$ cat config.mk
export PLATFORM = sky130hd
export DESIGN_NAME = ula_seq
export DESIGN_NICKNAME = d
export VERILOG_FILES = /design/src/rtl/ula_pkg.sv /design/src/rtl/ula_mul_iter.sv /design/src/rtl/ula_seq.sv
export SDC_FILE = /design/constraint.sdc
export NUM_CORES = 1
export LEC_CHECK = 0
export CAP_MARGIN = 20
export CORE_AREA = 5 5 233 235
export DETAILED_ROUTE_END_ITERATION = 8
export DIE_AREA = 0 0 238 240
export PLACE_DENSITY = 0.67
export SYNTH_ARGS = -nofsm -noshare
export SYNTH_HDL_FRONTEND = slang
export SYNTH_SLANG_ARGS = --single-unit
$ cat constraint.sdc
create_clock -name clk -period 4.2 [get_ports clk]
set_input_delay 0.63 -clock clk [delete_from_list [all_inputs] [get_ports clk]]
set_output_delay 0.63 -clock clk [all_outputs]
set_load 0.02 [all_outputs]
$ cat src/rtl/ula_pkg.sv
// Shared definitions for the sequential ALU: op codes, FSM states and op legality.
package ula_pkg;

    // Operation codes presented on in_op; 9..15 are undefined.
    typedef enum logic [3:0] {
        OP_ADD = 4'd0,
        OP_SUB = 4'd1,
        OP_AND = 4'd2,
        OP_OR  = 4'd3,
        OP_SLL = 4'd4,
        OP_SRL = 4'd5,
        OP_SRA = 4'd6,
        OP_SLT = 4'd7,
        OP_MUL = 4'd8
    } op_e;

    // Control FSM: IDLE handles single-cycle ops, MRUN/MFIN sequence the multiplier.
    typedef enum logic [1:0] {
        ST_IDLE = 2'd0,
        ST_MRUN = 2'd1,
        ST_MFIN = 2'd2
    } state_e;

    // True for codes that name a defined operation.
    function automatic logic is_legal_op(input logic [3:0] op);
        return (op <= OP_MUL);
    endfunction

endpackage

$ cat src/rtl/ula_mul_iter.sv
// Iterative signed multiplier: magnitudes are multiplied by unsigned shift-add,
// one multiplier bit per step, and the sign is re-applied at the end.
module ula_mul_iter
    import ula_pkg::*;
#(
    parameter int WIDTH = 32,
    parameter int SHW   = $clog2(WIDTH)
) (
    input  logic             clk,
    input  logic             rst_n,
    input  logic             start,
    input  logic             step,
    input  logic             fin,
    input  logic [WIDTH-1:0] a,
    input  logic [WIDTH-1:0] b,
    output logic             last_step,
    output logic [WIDTH-1:0] res,
    output logic             ovf
);

    logic [2*WIDTH-1:0] acc_q, acc_d;
    logic [2*WIDTH-1:0] mcand_q, mcand_d;
    logic [WIDTH-1:0]   mplier_q, mplier_d;
    logic               neg_q, neg_d;
    logic [SHW-1:0]     cnt_q, cnt_d;

    logic [WIDTH-1:0]   mag_a_s;
    logic [WIDTH-1:0]   mag_b_s;
    logic [2*WIDTH-1:0] prod_s;

    // Operand magnitudes; the most negative value maps to 2^(WIDTH-1), which still fits unsigned.
    always_comb begin
        mag_a_s = a;
        mag_b_s = b;
        if (a[WIDTH-1]) begin
            mag_a_s = ~a + WIDTH'(1);
        end else begin
            mag_a_s = a;
        end
        if (b[WIDTH-1]) begin
            mag_b_s = ~b + WIDTH'(1);
        end else begin
            mag_b_s = b;
        end
    end

    // Datapath next state: load on start, one partial product per step, clear counter on fin.
    always_comb begin
        acc_d    = acc_q;
        mcand_d  = mcand_q;
        mplier_d = mplier_q;
        neg_d    = neg_q;
        cnt_d    = cnt_q;
        if (start) begin
            acc_d    = {(2*WIDTH){1'b0}};
            mcand_d  = {{WIDTH{1'b0}}, mag_a_s};
            mplier_d = mag_b_s;
            neg_d    = a[WIDTH-1] ^ b[WIDTH-1];
            cnt_d    = {SHW{1'b0}};
        end else if (step) begin
            if (mplier_q[0]) begin
                acc_d = acc_q + mcand_q;
            end else begin
                acc_d = acc_q;
            end
            mcand_d  = mcand_q << 1;
            mplier_d = mplier_q >> 1;
            cnt_d    = cnt_q + SHW'(1);
        end else if (fin) begin
            cnt_d = {SHW{1'b0}};
        end else begin
            cnt_d = cnt_q;
        end
    end

    // Datapath registers.
    always_ff @(posedge clk or negedge rst_n) begin
        if (!rst_n) begin
            acc_q    <= {(2*WIDTH){1'b0}};
            mcand_q  <= {(2*WIDTH){1'b0}};
            mplier_q <= {WIDTH{1'b0}};
            neg_q    <= 1'b0;
            cnt_q    <= {SHW{1'b0}};
        end else begin
            acc_q    <= acc_d;
            mcand_q  <= mcand_d;
            mplier_q <= mplier_d;
            neg_q    <= neg_d;
            cnt_q    <= cnt_d;
        end
    end

    // Sign fix-up and overflow: the product must sign-extend from bit WIDTH-1.
    always_comb begin
        prod_s = acc_q;
        if (neg_q) begin
            prod_s = ~acc_q + (2*WIDTH)'(1);
        end else begin
            prod_s = acc_q;
        end
        res       = prod_s[WIDTH-1:0];
        ovf       = (prod_s[2*WIDTH-1:WIDTH] != {WIDTH{prod_s[WIDTH-1]}});
        last_step = (cnt_q == SHW'(WIDTH-1));
    end

endmodule

$ cat src/rtl/ula_seq.sv
// Sequential ALU: single-cycle ops plus an iterative signed multiply behind a
// valid/ready handshake, with registered result, overflow and illegal-op flags.
module ula_seq
    import ula_pkg::*;
#(
    parameter int WIDTH = 32,
    parameter int SHW   = $clog2(WIDTH)
) (
    input  logic             clk,
    input  logic             rst_n,
    input  logic             in_valid,
    output logic             in_ready,
    input  logic [3:0]       in_op,
    input  logic [WIDTH-1:0] in_a,
    input  logic [WIDTH-1:0] in_b,
    input  logic [SHW-1:0]   in_shamt,
    output logic             out_valid,
    input  logic             out_ready,
    output logic [WIDTH-1:0] out_result,
    output logic             out_ovf,
    output logic             out_illegal,
    output logic             busy
);

    state_e           state_q, state_d;
    logic             out_valid_q, out_valid_d;
    logic [WIDTH-1:0] out_result_q, out_result_d;
    logic             out_ovf_q, out_ovf_d;
    logic             out_illegal_q, out_illegal_d;

    logic             in_ready_s;
    logic             accept_s;
    logic [WIDTH-1:0] sum_s;
    logic [WIDTH-1:0] diff_s;
    logic [WIDTH-1:0] alu_res_s;
    logic             alu_ovf_s;

    logic             mul_start_s;
    logic             mul_step_s;
    logic             mul_fin_s;
    logic             mul_last_s;
    logic [WIDTH-1:0] mul_res_s;
    logic             mul_ovf_s;

    assign in_ready_s  = (state_q == ST_IDLE) && (!out_valid_q || out_ready);
    assign accept_s    = in_valid && in_ready_s;
    assign in_ready    = in_ready_s;
    assign busy        = (state_q != ST_IDLE);
    assign out_valid   = out_valid_q;
    assign out_result  = out_result_q;
    assign out_ovf     = out_ovf_q;
    assign out_illegal = out_illegal_q;

    // Single-cycle result and overflow; MUL and undefined codes produce zero here.
    always_comb begin
        sum_s     = in_a + in_b;
        diff_s    = in_a - in_b;
        alu_res_s = {WIDTH{1'b0}};
        alu_ovf_s = 1'b0;
        case (in_op)
            OP_ADD: begin
                alu_res_s = sum_s;
                alu_ovf_s = (in_a[WIDTH-1] == in_b[WIDTH-1]) && (sum_s[WIDTH-1] != in_a[WIDTH-1]);
            end
            OP_SUB: begin
                alu_res_s = diff_s;
                alu_ovf_s = (in_a[WIDTH-1] != in_b[WIDTH-1]) && (diff_s[WIDTH-1] != in_a[WIDTH-1]);
            end
            OP_AND:  alu_res_s = in_a & in_b;
            OP_OR:   alu_res_s = in_a | in_b;
            OP_SLL:  alu_res_s = in_a << in_shamt;
            OP_SRL:  alu_res_s = in_a >> in_shamt;
            OP_SRA:  alu_res_s = WIDTH'($signed(in_a) >>> in_shamt);
            OP_SLT:  alu_res_s = {{(WIDTH-1){1'b0}}, ($signed(in_a) < $signed(in_b))};
            default: begin
                alu_res_s = {WIDTH{1'b0}};
                alu_ovf_s = 1'b0;
            end
        endcase
    end

    // FSM next state, multiplier sequencing and output-register load/drain.
    always_comb begin
        state_d       = state_q;
        out_valid_d   = out_valid_q && !out_ready;
        out_result_d  = out_result_q;
        out_ovf_d     = out_ovf_q;
        out_illegal_d = out_illegal_q;
        mul_start_s   = 1'b0;
        mul_step_s    = 1'b0;
        mul_fin_s     = 1'b0;
        case (state_q)
            ST_IDLE: begin
                if (accept_s) begin
                    if (in_op == OP_MUL) begin
                        mul_start_s = 1'b1;
                        state_d     = ST_MRUN;
                    end else begin
                        out_valid_d   = 1'b1;
                        out_result_d  = alu_res_s;
                        out_ovf_d     = alu_ovf_s;
                        out_illegal_d = !is_legal_op(in_op);
                    end
                end else begin
                    state_d = ST_IDLE;
                end
            end
            ST_MRUN: begin
                mul_step_s = 1'b1;
                if (mul_last_s) begin
                    state_d = ST_MFIN;
                end else begin
                    state_d = ST_MRUN;
                end
            end
            ST_MFIN: begin
                mul_fin_s     = 1'b1;
                out_valid_d   = 1'b1;
                out_result_d  = mul_res_s;
                out_ovf_d     = mul_ovf_s;
                out_illegal_d = 1'b0;
                state_d       = ST_IDLE;
            end
            default: begin
                state_d = ST_IDLE;
            end
        endcase
    end

    // FSM state and output registers.
    always_ff @(posedge clk or negedge rst_n) begin
        if (!rst_n) begin
            state_q       <= ST_IDLE;
            out_valid_q   <= 1'b0;
            out_result_q  <= {WIDTH{1'b0}};
            out_ovf_q     <= 1'b0;
            out_illegal_q <= 1'b0;
        end else begin
            state_q       <= state_d;
            out_valid_q   <= out_valid_d;
            out_result_q  <= out_result_d;
            out_ovf_q     <= out_ovf_d;
            out_illegal_q <= out_illegal_d;
        end
    end

    ula_mul_iter #(
        .WIDTH (WIDTH),
        .SHW   (SHW)
    ) u_mul (
        .clk       (clk),
        .rst_n     (rst_n),
        .start     (mul_start_s),
        .step      (mul_step_s),
        .fin       (mul_fin_s),
        .a         (in_a),
        .b         (in_b),
        .last_step (mul_last_s),
        .res       (mul_res_s),
        .ovf       (mul_ovf_s)
    );

endmodule

==> impl_metrics.ini, run 1 <==
[status]
status = finished, final reports clean

[grt]
track_usage = 0.358
grt_pass1_vias = 23900
antenna_found_initial = 8
grt_max_degree = 105
overflow = 0
grt_pass1_wl_um = 156000

[floorplan]
dieHeight_um = 240
start_util = 0.443
num_rows = 84
die_w_um = 238
dieArea_mm2 = 0.0571
core_mm2 = 0.0520
ios = 114

[placed_design]
hpwl_um = 85400
placed_cells = 3836
place.gp.congestion = 1.04
port_buffers = 113
dp_slack_ns = -0.353

[clock_network]
htreeDepth = 1
cts.sinks = 203
clock_latency_ns = 0.61
clk_path_buf_depth = 3
clockRootBuffer = clkbuf_16
postCtsSetupBuffers = 0
tritoncts = done
numCtsBuffers = 28
clkSlewWorstSetupHoldPaths_ns = 0.06

[timing]
fin_hold_ws_ns = 0.0851
slew_headroom = 0.143
worstMarginPinSlew_ns = 1.25
max_clock_freq_mhz = 246
fin_ws_ns = 0.133
skew_ns = 0.0167
timing.final.crit_share = 0.968
setup_violations = 0
finalHoldViolations = 0
report.final.slew_viol_count = 0
period_needed_ns = 4.07

[synthesis]
synth-seq-cells = 203
synth_top_cell_by_area = dfrtp_1
syn_inst = 2943
yosys.area.top_type_share = 0.221
syn-num-nets = 3204
synthArstFlopShare = 1.00
yosys_warnings = 0
synth-seq-area-share = 0.221
synth_edf_count = 0
synth_common_cells = o21ai_0 (352), nand2_1 (301), nor2_1 (215), dfrtp_1 (203), a21oi_1 (200)
yosysUniqueCellTypes = 84
syn_area_per_cell_um2 = 7.82
synth.area.top_cells = dfrtp_1 (22%), ha_1 (9.8%), o21ai_0 (7.7%)
netlist_area_mm2 = 0.0230
synth.most_common_cell = o21ai_0
ys.flop_type = dfrtp_1

[detailed_routing]
via_per_inst = 6.38
wl_met2_um = 50000
postRouteAntennaNets = 0
first_pass_iters = 7
wl_met1_um = 41200
drt_iter0_markers = 2341
routedWlPerCell_um = 27.4
vias = 24800
drc_errors = 0
dr.max_layer_used = met5
wl_met3_um = 7840
wl_um = 107000

[power]
peakVddDrop_uv = 441
p_per_area_mw_per_mm2 = 527
power_mw = 14.6
leakage_nw = 12.0

[cells_and_area]
fin_util = 0.532
nets = 3439
drive_gt1_frac = 0.147
area_growth_pct = 20.2
fillers = 5008
multiInputGateArea_mm2 = 0.0168
layout.cells.non_filler = 3892
seqCellArea_mm2 = 0.00508

[critical_path]
critPathArrivalTime_ns = 4.51
start_kind = input pin
crit_path_frequent_cell = nor2_1
crit_chain = clkdlybuf4s50_1 -> ha_1 -> inv_1 -> fa_1 -> nand2b_1 -> a211oi_1 -> buf_4 -> nor2_1 -> or2_2 -> a21oi_1 -> a21o_1 -> xnor2_1 -> nor2_1 -> a2111oi_0 -> o31ai_1
cp.buffers_inverters = 3
crit_fanout = 3
slowest_stage = a2111oi_0
end_kind = flop
critPathTopFamily = compound AO/OA/AOI/OAI gates
slowest_delay_ns = 1.07
crit_type = input pin to flop
worstPathRequired_ns = 4.64

[job]
cap_violations = 0

[hold_path]
min_path_type = input pin to async pin
-- path summary, 6_finish.rpt --
check / start / endpoint / slack (ns) / depth (start not counted)
min reg2reg: out_result[9]$_DFFE_PN0P_ / out_result[9]$_DFFE_PN0P_ / 0.49 / 2
max in group asynchronous: rst_n / u_mul.acc_q[28]$_DFFE_PN0P_ / 3.09 / 2
min: rst_n / u_mul.mcand_q[43]$_DFFE_PN0P_ / 0.09 / 1
max: in_b[0] / out_result[8]$_DFFE_PN0P_ / 0.13 / 15
max reg2reg: u_mul.acc_q[0]$_DFFE_PN0P_ / u_mul.acc_q[63]$_DFFE_PN0P_ / 0.25 / 15
min in group clk: out_result[9]$_DFFE_PN0P_ / out_result[9]$_DFFE_PN0P_ / 0.49 / 2
-- state kept, by name (all words and copies together), names as in the netlist, 2 cells and up --
register	count
state_q	2
out_result	32
u_mul.acc_q	64
u_mul.mcand_q	64
u_mul.mplier_q	32
u_mul.cnt_q	5
-- metal layers --
| layer | vias up | global-route usage |
|---|---|---|
| met5 | - | 0 |
| met4 | 8 | 0.192 |
| met3 | 293 | 0.0707 |
| met2 | 1145 | 0.606 |
| met1 | 12100 | 0.431 |
| li1 | 11300 | - |
-- worst register-to-register path, cell delays in order, from the launching register on --
cell      delay (ns)
dfrtp_1         0.42
ha_1            0.31
a211oi_1        0.41
o21a_2          0.30
o32ai_1         0.12
buf_4           0.16
a211oi_2        0.29
o21a_1          0.23
o311ai_2        0.15
a41oi_1         0.21
buf_4           0.18
buf_4           0.13
o311ai_2        0.15
or4_1           0.44
and4_1          0.21
a211oi_1        0.16
-- cell type report --
type                            instances  area share
Antenna cell                            4    0.000361
Clock buffer                           36      0.0278
Clock inverter                         16     0.00899
Inverter                              124      0.0168
Multi-Input combinational cell       2408       0.605
Sequential cell                       203       0.184
Tap cell                              688      0.0311
Timing Repair Buffer                  413       0.126
-- layout by cell type (no fill, tap or decap), types with 13 or more instances in the layout --
cell type / Yosys / layout
o21ai_0: 352 / 352
nand2_1: 301 / 299
buf_4: 0 / 291
nor2_1: 215 / 212
dfrtp_1: 203 / 202
a21oi_1: 200 / 200
ha_1: 181 / 181
xnor2_1: 137 / 137
inv_1: 121 / 121
clkdlybuf4s50_1: 0 / 106
nand3_1: 82 / 82
a22oi_1: 73 / 73
a21o_1: 62 / 62
xor2_1: 62 / 62
mux2i_1: 57 / 57
o31ai_1: 52 / 52
mux4_2: 50 / 50
nor3_1: 45 / 44
nand2b_1: 34 / 34
a211oi_1: 34 / 33
a31oi_1: 28 / 28
nand4_1: 28 / 28
clkbuf_16: 0 / 28
o21bai_1: 23 / 23
nor4_1: 24 / 23
or3_1: 21 / 21
mux2_2: 20 / 20
o21a_1: 20 / 19
o41ai_1: 19 / 19
or4_1: 20 / 18
and3_1: 17 / 17
nor2b_1: 19 / 17
o22ai_1: 17 / 17
o211ai_1: 16 / 16
o221ai_1: 13 / 13
-- logic make-up (layout without fill, tap and decap cells) --
group / count (synthesis) / in the layout / synth area share
mux: 127 / 127 / 0.0835
simple gates: 866 / 866 / 0.180
other cells: 0 / 4 / 0
fa+ha+maj: 184 / 184 / 0.101
compound gates: 1032 / 1032 / 0.284
buf+inv: 332 / 589 / 0.0547
xor+xnor: 199 / 199 / 0.0757
flops: 203 / 203 / 0.221
-- timing repair --
action,in CTS,in global routing
hold buffers,0,0
setup endpoints to repair,0,3
resized for setup,0,5
-- power breakdown --
part	switching (mW)	internal, mW
Clock	1.06	1.61
Combinational	4.98	3.23
Sequential	0.999	2.71
Total	7.03	7.55
-- through the flow --
step                area, um^2  TNS, ns
finish                   27700        0
detailed placement       26600   -0.674
CTS                      27700        0
global placement         26600   -0.622
global route             27700  -0.0621
floorplan                23000        0
No activity file was read; power rests on OpenSTA's default activity.
==> run 2: changes to the inputs <==
CTS_BUF_LIST = sky130_fd_sc_hd__clkbuf_4 sky130_fd_sc_hd__clkbuf_8   (was default)
==> impl_metrics.ini, run 2 (synthesis results as in run 1) <==
[detailed_routing]
drc_errors = 0
via_per_inst = 6.39
first_pass_iters = 6
vias = 25000
postRouteAntennaNets = 0
routedWlPerCell_um = 27.3
wl_um = 107000
drt_iter0_markers = 2410

[placed_design]
place.gp.congestion = 1.04
dp_slack_ns = -0.353
port_buffers = 113
hpwl_um = 85400

[timing]
max_clock_freq_mhz = 247
tns_ns = 0
worstMarginPinSlew_ns = 1.29
setup_violations = 0
period_needed_ns = 4.06
report.final.slew_viol_count = 0
timing.final.crit_share = 0.966
finalHoldViolations = 0
fin_ws_ns = 0.144
skew_ns = 0.0559
slew_headroom = 0.121

[job]
cap_violations = 0

[floorplan]
num_rows = 84
dieArea_mm2 = 0.0571
die_w_um = 238
ios = 114
core_mm2 = 0.0520
start_util = 0.443
dieHeight_um = 240

[critical_path]
end_kind = flop
critPathArrivalTime_ns = 4.52
worstPathRequired_ns = 4.66
start_kind = input pin
crit_type = input pin to flop
slowest_delay_ns = 1.09
crit_chain = clkdlybuf4s50_1 -> ha_1 -> inv_1 -> fa_1 -> nand2b_1 -> a211oi_1 -> buf_4 -> nor2_1 -> or2_2 -> a21oi_1 -> a21o_1 -> xnor2_1 -> nor2_1 -> a2111oi_0 -> o31ai_1
crit_path_frequent_cell = nor2_1
slowest_stage = a2111oi_0
crit_fanout = 3

[cells_and_area]
nets = 3452
fillers = 5073
reg_top3 = u_mul.acc_q x64, u_mul.mcand_q x64
area_growth_pct = 19.4
drive_gt1_frac = 0.153
layout_commonest_cell = o21ai_0
layout_common_cells = o21ai_0 (352), nand2_1 (299), buf_4 (291)

[clock_network]
cts.sinks = 203
clk_path_buf_depth = 3
tritoncts = done
numCtsBuffers = 41
htreeDepth = 2
ctsHoldBuffers = 0
clkSlewWorstSetupHoldPaths_ns = 0.06
clockRootBuffer = clkbuf_8
clock_latency_ns = 0.64

[power]
p_seq_frac = 0.263
switchingPower_mw = 6.98
power_switching_share = 0.495
clock_power_share = 0.157
leakage_nw = 11.9
peakVddDrop_uv = 426
share_comb_of_total_power = 0.581
intPower_mw = 7.13
p_per_area_mw_per_mm2 = 513

[status]
status = finished, final reports clean

[grt]
grt_max_degree = 105
track_usage = 0.360
overflow = 0
grt_pass1_wl_um = 156000
grt_pass1_vias = 24200
antenna_found_initial = 8

[hold_path]
min_path_type = input pin to async pin
[run 2: cell types whose count changed in the layout (fill, tap and decap cells not counted), moves of 3 or more]
cell	delta
clkbuf_8	+45
clkbuf_16	-28
clkbuf_4	+8
clkinv_2	+7
bufinv_16	-4
clkbuf_1	-4
clkinv_4	-3
clkinvlp_4	-3
[run 2: what timing repair did]
| item | in CTS | in global routing |
|---|---|---|
| setup buffers | 0 | 0 |
| hold endpoints to repair | 0 | 0 |
| setup endpoints to repair | 0 | 4 |
| resized for setup | 0 | 5 |
[run 2: power groups by stage]
| stage | Combinational [mW] | Clock [mW] | Sequential, mW |
|---|---|---|---|
| final | 8.20 | 2.21 | 3.71 |
| after global routing | 8.82 | 2.34 | 3.76 |
| after CTS | 8.07 | 2.26 | 3.66 |
| after detailed placement | 8.03 | 0 | 3.68 |
| after global placement | 7.90 | 0 | 3.66 |
| after floorplan | 4.93 | 0 | 3.49 |
[run 2: cell type report]
type | count | area, um^2 | share of cell area
Sequential cell | 203 | 5080 | 0.185
Multi-Input combinational cell | 2408 | 16700 | 0.609
Antenna cell | 3 | 7.51 | 0.000273
Timing Repair Buffer | 413 | 3500 | 0.127
Clock inverter | 14 | 105 | 0.00382
Tap cell | 688 | 861 | 0.0313
Clock buffer | 57 | 734 | 0.0267
Inverter | 124 | 465 | 0.0169
[run 2: worst paths after layout]
| kind | slack, ns | depth (start not counted) | start | endpoint |
|---|---|---|---|---|
| max in group asynchronous | 3.06 | 2 | rst_n | out_result[6]$_DFFE_PN0P_ |
| worst max-delay path | 0.14 | 15 | in_b[0] | out_result[8]$_DFFE_PN0P_ |
| min in group clk | 0.50 | 2 | out_result[9]$_DFFE_PN0P_ | out_result[9]$_DFFE_PN0P_ |
| worst min-delay path | 0.09 | 1 | rst_n | u_mul.mcand_q[43]$_DFFE_PN0P_ |
| worst min register to register | 0.50 | 2 | out_result[9]$_DFFE_PN0P_ | out_result[9]$_DFFE_PN0P_ |
| worst max register to register | 0.24 | 13 | u_mul.acc_q[4]$_DFFE_PN0P_ | out_ovf$_DFFE_PN0P_ |
[run 2: critical path: cells and delay by family]
| kind | cells | cell delay (ns) |
|---|---|---|
| buffers and inverters | 3 | 0.75 |
| xor gates and xnor gates | 1 | 0.13 |
| adders and majority gates | 2 | 0.57 |
| and+or+nand+nor | 4 | 0.61 |
| AOI/OAI and AO/OA | 5 | 1.82 |
[run 2: per-stage QoR]
step                hold slack [ns]  power [mW]   util  cell area (um^2)  cells
floorplan                     0.334        8.42      -             23000   2943
global placement              0.468        11.6  0.512             26600   3836
detailed placement            0.480        11.7  0.512             26600   3836
CTS                          0.0986        14.0  0.528             27500   3907
global route                  0.136        14.9  0.529             27500   3907
finish                       0.0936        14.1  0.529             27500   3910
[run 2: layer usage]
| metal | GRT usage | wire [um] | part of all wire |
|---|---|---|---|
| met1 | 0.430 | 41300 | 0.39 |
| met2 | 0.603 | 50000 | 0.47 |
| met3 | 0.0709 | 7790 | 0.073 |
| met5 | 0 | 60 | 0.00056 |
| met4 | 0.212 | 7670 | 0.072 |
==> run 3: changes to the inputs <==
CTS_CLUSTER_DIAMETER = 40   (was default)
==> impl_metrics.ini, run 3 (synthesis results as in run 1) <==
[status]
status = finished, final reports clean

[clock_network]
numCtsBuffers = 49
tritoncts = done
htreeDepth = 2
cts.sinks = 203
clkSlewWorstSetupHoldPaths_ns = 0.06
postCtsSetupBuffers = 0
clockRootBuffer = clkbuf_8
clock_latency_ns = 0.67
clk_path_buf_depth = 3

[critical_path]
r2r_slack_ns = 0.22
worstPathRequired_ns = 4.75
slowest_delay_ns = 0.69
start_kind = flop
end_kind = flop
critPathTopFamily = simple AND/OR/NAND/NOR gates
timing.rr.end = out_ovf$_DFFE_PN0P_
r2r_start = u_mul.acc_q[4]$_DFFE_PN0P_
cp.buffers_inverters = 2
crit_type = flop to flop
crit_chain = or4_1 -> nor4_2 -> buf_4 -> nand4_1 -> or3_1 -> o31ai_1 -> xor2_1 -> a222oi_1 -> o21ai_1 -> or3_1 -> o32ai_1 -> buf_4 -> a31oi_1
slowest_stage = or4_1
reg2regPathDepth = 13
critPathArrivalTime_ns = 4.52
crit_fanout = 4

[cells_and_area]
fillers = 5060
seqCellArea_mm2 = 0.00508
postLayoutCellArea_mm2 = 0.0278
layout_commonest_cell = o21ai_0
layout.cells.non_filler = 3928
layout_common_cells = o21ai_0 (352), nand2_1 (299), buf_4 (291)
reg_top3 = u_mul.acc_q x64, u_mul.mcand_q x64
area_growth_pct = 20.6
drive_gt1_frac = 0.158
fin_util = 0.534
multiInputGateArea_mm2 = 0.0168
nets = 3460

[timing]
finalHoldViolations = 0
report.final.slew_viol_count = 0
worstMarginPinSlew_ns = 1.20
fin_ws_ns = 0.225
tns_ns = 0
setup_violations = 0
timing.final.crit_share = 0.947
period_needed_ns = 3.98
skew_ns = 0.0398
slew_headroom = 0.182
max_clock_freq_mhz = 252
fin_hold_ws_ns = 0.0194

[detailed_routing]
wl_um = 107000
dr.max_layer_used = met5
drt_iter0_markers = 2396
via_per_inst = 6.37
routedWlPerCell_um = 27.2
postRouteAntennaNets = 0
wl_met2_um = 50000
wl_met1_um = 41800
vias = 25000
wl_met3_um = 7510
drc_errors = 0
first_pass_iters = 6

[power]
leakage_nw = 12.0
power_switching_share = 0.488
power_mw = 14.6
p_per_area_mw_per_mm2 = 525
p_seq_frac = 0.255
switchingPower_mw = 7.11
intPower_mw = 7.48
peakVddDrop_uv = 453
share_comb_of_total_power = 0.563
clock_power_share = 0.183

[hold_path]
min_path_type = input pin to async pin

[placed_design]
placed_area_mm2 = 0.0266
place.gp.congestion = 1.04
placed_cells = 3836
hpwl_um = 85400
dp_slack_ns = -0.353
port_buffers = 113

[grt]
grt_max_degree = 105
grt_pass1_vias = 24300
track_usage = 0.361
overflow = 0
antenna_found_initial = 6
grt_pass1_wl_um = 156000

[floorplan]
dieHeight_um = 240
start_util = 0.443
ios = 114
dieArea_mm2 = 0.0571
core_mm2 = 0.0520
num_rows = 84
die_w_um = 238

[job]
cap_violations = 0
-- run 3: cell count changes in the layout (fill, tap and decap cells not counted) --
| cell | before | now |
|---|---|---|
| clkinv_8 | 0 | 1 |
| clkbuf_8 | 49 | 56 |
| bufinv_16 | 1 | 4 |
| clkinvlp_4 | 0 | 9 |
| clkinv_2 | 11 | 10 |
| ha_1 | 180 | 179 |
| clkinv_4 | 0 | 3 |
| ha_2 | 1 | 2 |
| clkbuf_4 | 8 | 5 |
| inv_8 | 1 | 0 |
-- run 3: how the worst max path moves through the flow --
| stage | start | to | slack, ns | cells after the start |
|---|---|---|---|---|
| final | u_mul.acc_q[4]$_DFFE_PN0P_ | out_ovf$_DFFE_PN0P_ | 0.22 | 13 |
| after global routing | u_mul.mcand_q[1]$_DFFE_PN0P_ | u_mul.acc_q[61]$_DFFE_PN0P_ | -0.02 | 14 |
| after CTS | u_mul.acc_q[0]$_DFFE_PN0P_ | u_mul.acc_q[61]$_DFFE_PN0P_ | 0.18 | 14 |
| after detailed placement | in_a[0] | out_result[8]$_DFFE_PN0P_ | -0.35 | 15 |
| after global placement | in_b[0] | out_result[8]$_DFFE_PN0P_ | -0.36 | 15 |
| after floorplan | in_a[4] | out_result[28]$_DFFE_PN0P_ | 0.51 | 15 |
-- run 3: layout make-up --
class | count | area share
diodes | 3 | 0.000270
inverters | 124 | 0.0168
repair buffers | 413 | 0.126
multi-input cells | 2408 | 0.603
clock inverters | 28 | 0.0104
flip-flops and latches | 203 | 0.183
well taps | 688 | 0.0310
clock buffers | 61 | 0.0291
-- run 3: metal layers --
metal / global-route usage / vias to the layer above
met5: 0 / -
met4: 0.203 / 6
met3: 0.0652 / 312
li1: - / 11400
met2: 0.609 / 1165
met1: 0.436 / 12100
-- run 3: power groups by stage --
stage,Combinational (mW),Clock (mW),Sequential [mW]
after floorplan,4.93,0,3.49
after global placement,7.90,0,3.66
after detailed placement,8.03,0,3.68
after CTS,8.07,2.71,3.66
after global routing,8.83,2.81,3.76
final,8.21,2.67,3.71
-- run 3: worst reg2reg max path, stage by stage, from the launching register on --
cell and delay (ns):
dfrtp_1 0.43, or4_1 0.69, nor4_2 0.21, buf_4 0.20, nand4_1 0.14, or3_1 0.44
o31ai_1 0.25, xor2_1 0.16, a222oi_1 0.42, o21ai_1 0.13, or3_1 0.37, o32ai_1 0.24
buf_4 0.17, a31oi_1 0.04
-- run 3: repair_timing --
| action | in CTS | in global routing |
|---|---|---|
| setup endpoints to repair | 0 | 4 |
| hold buffers | 0 | 0 |
| resized for setup | 0 | 6 |
| hold endpoints to repair | 0 | 0 |
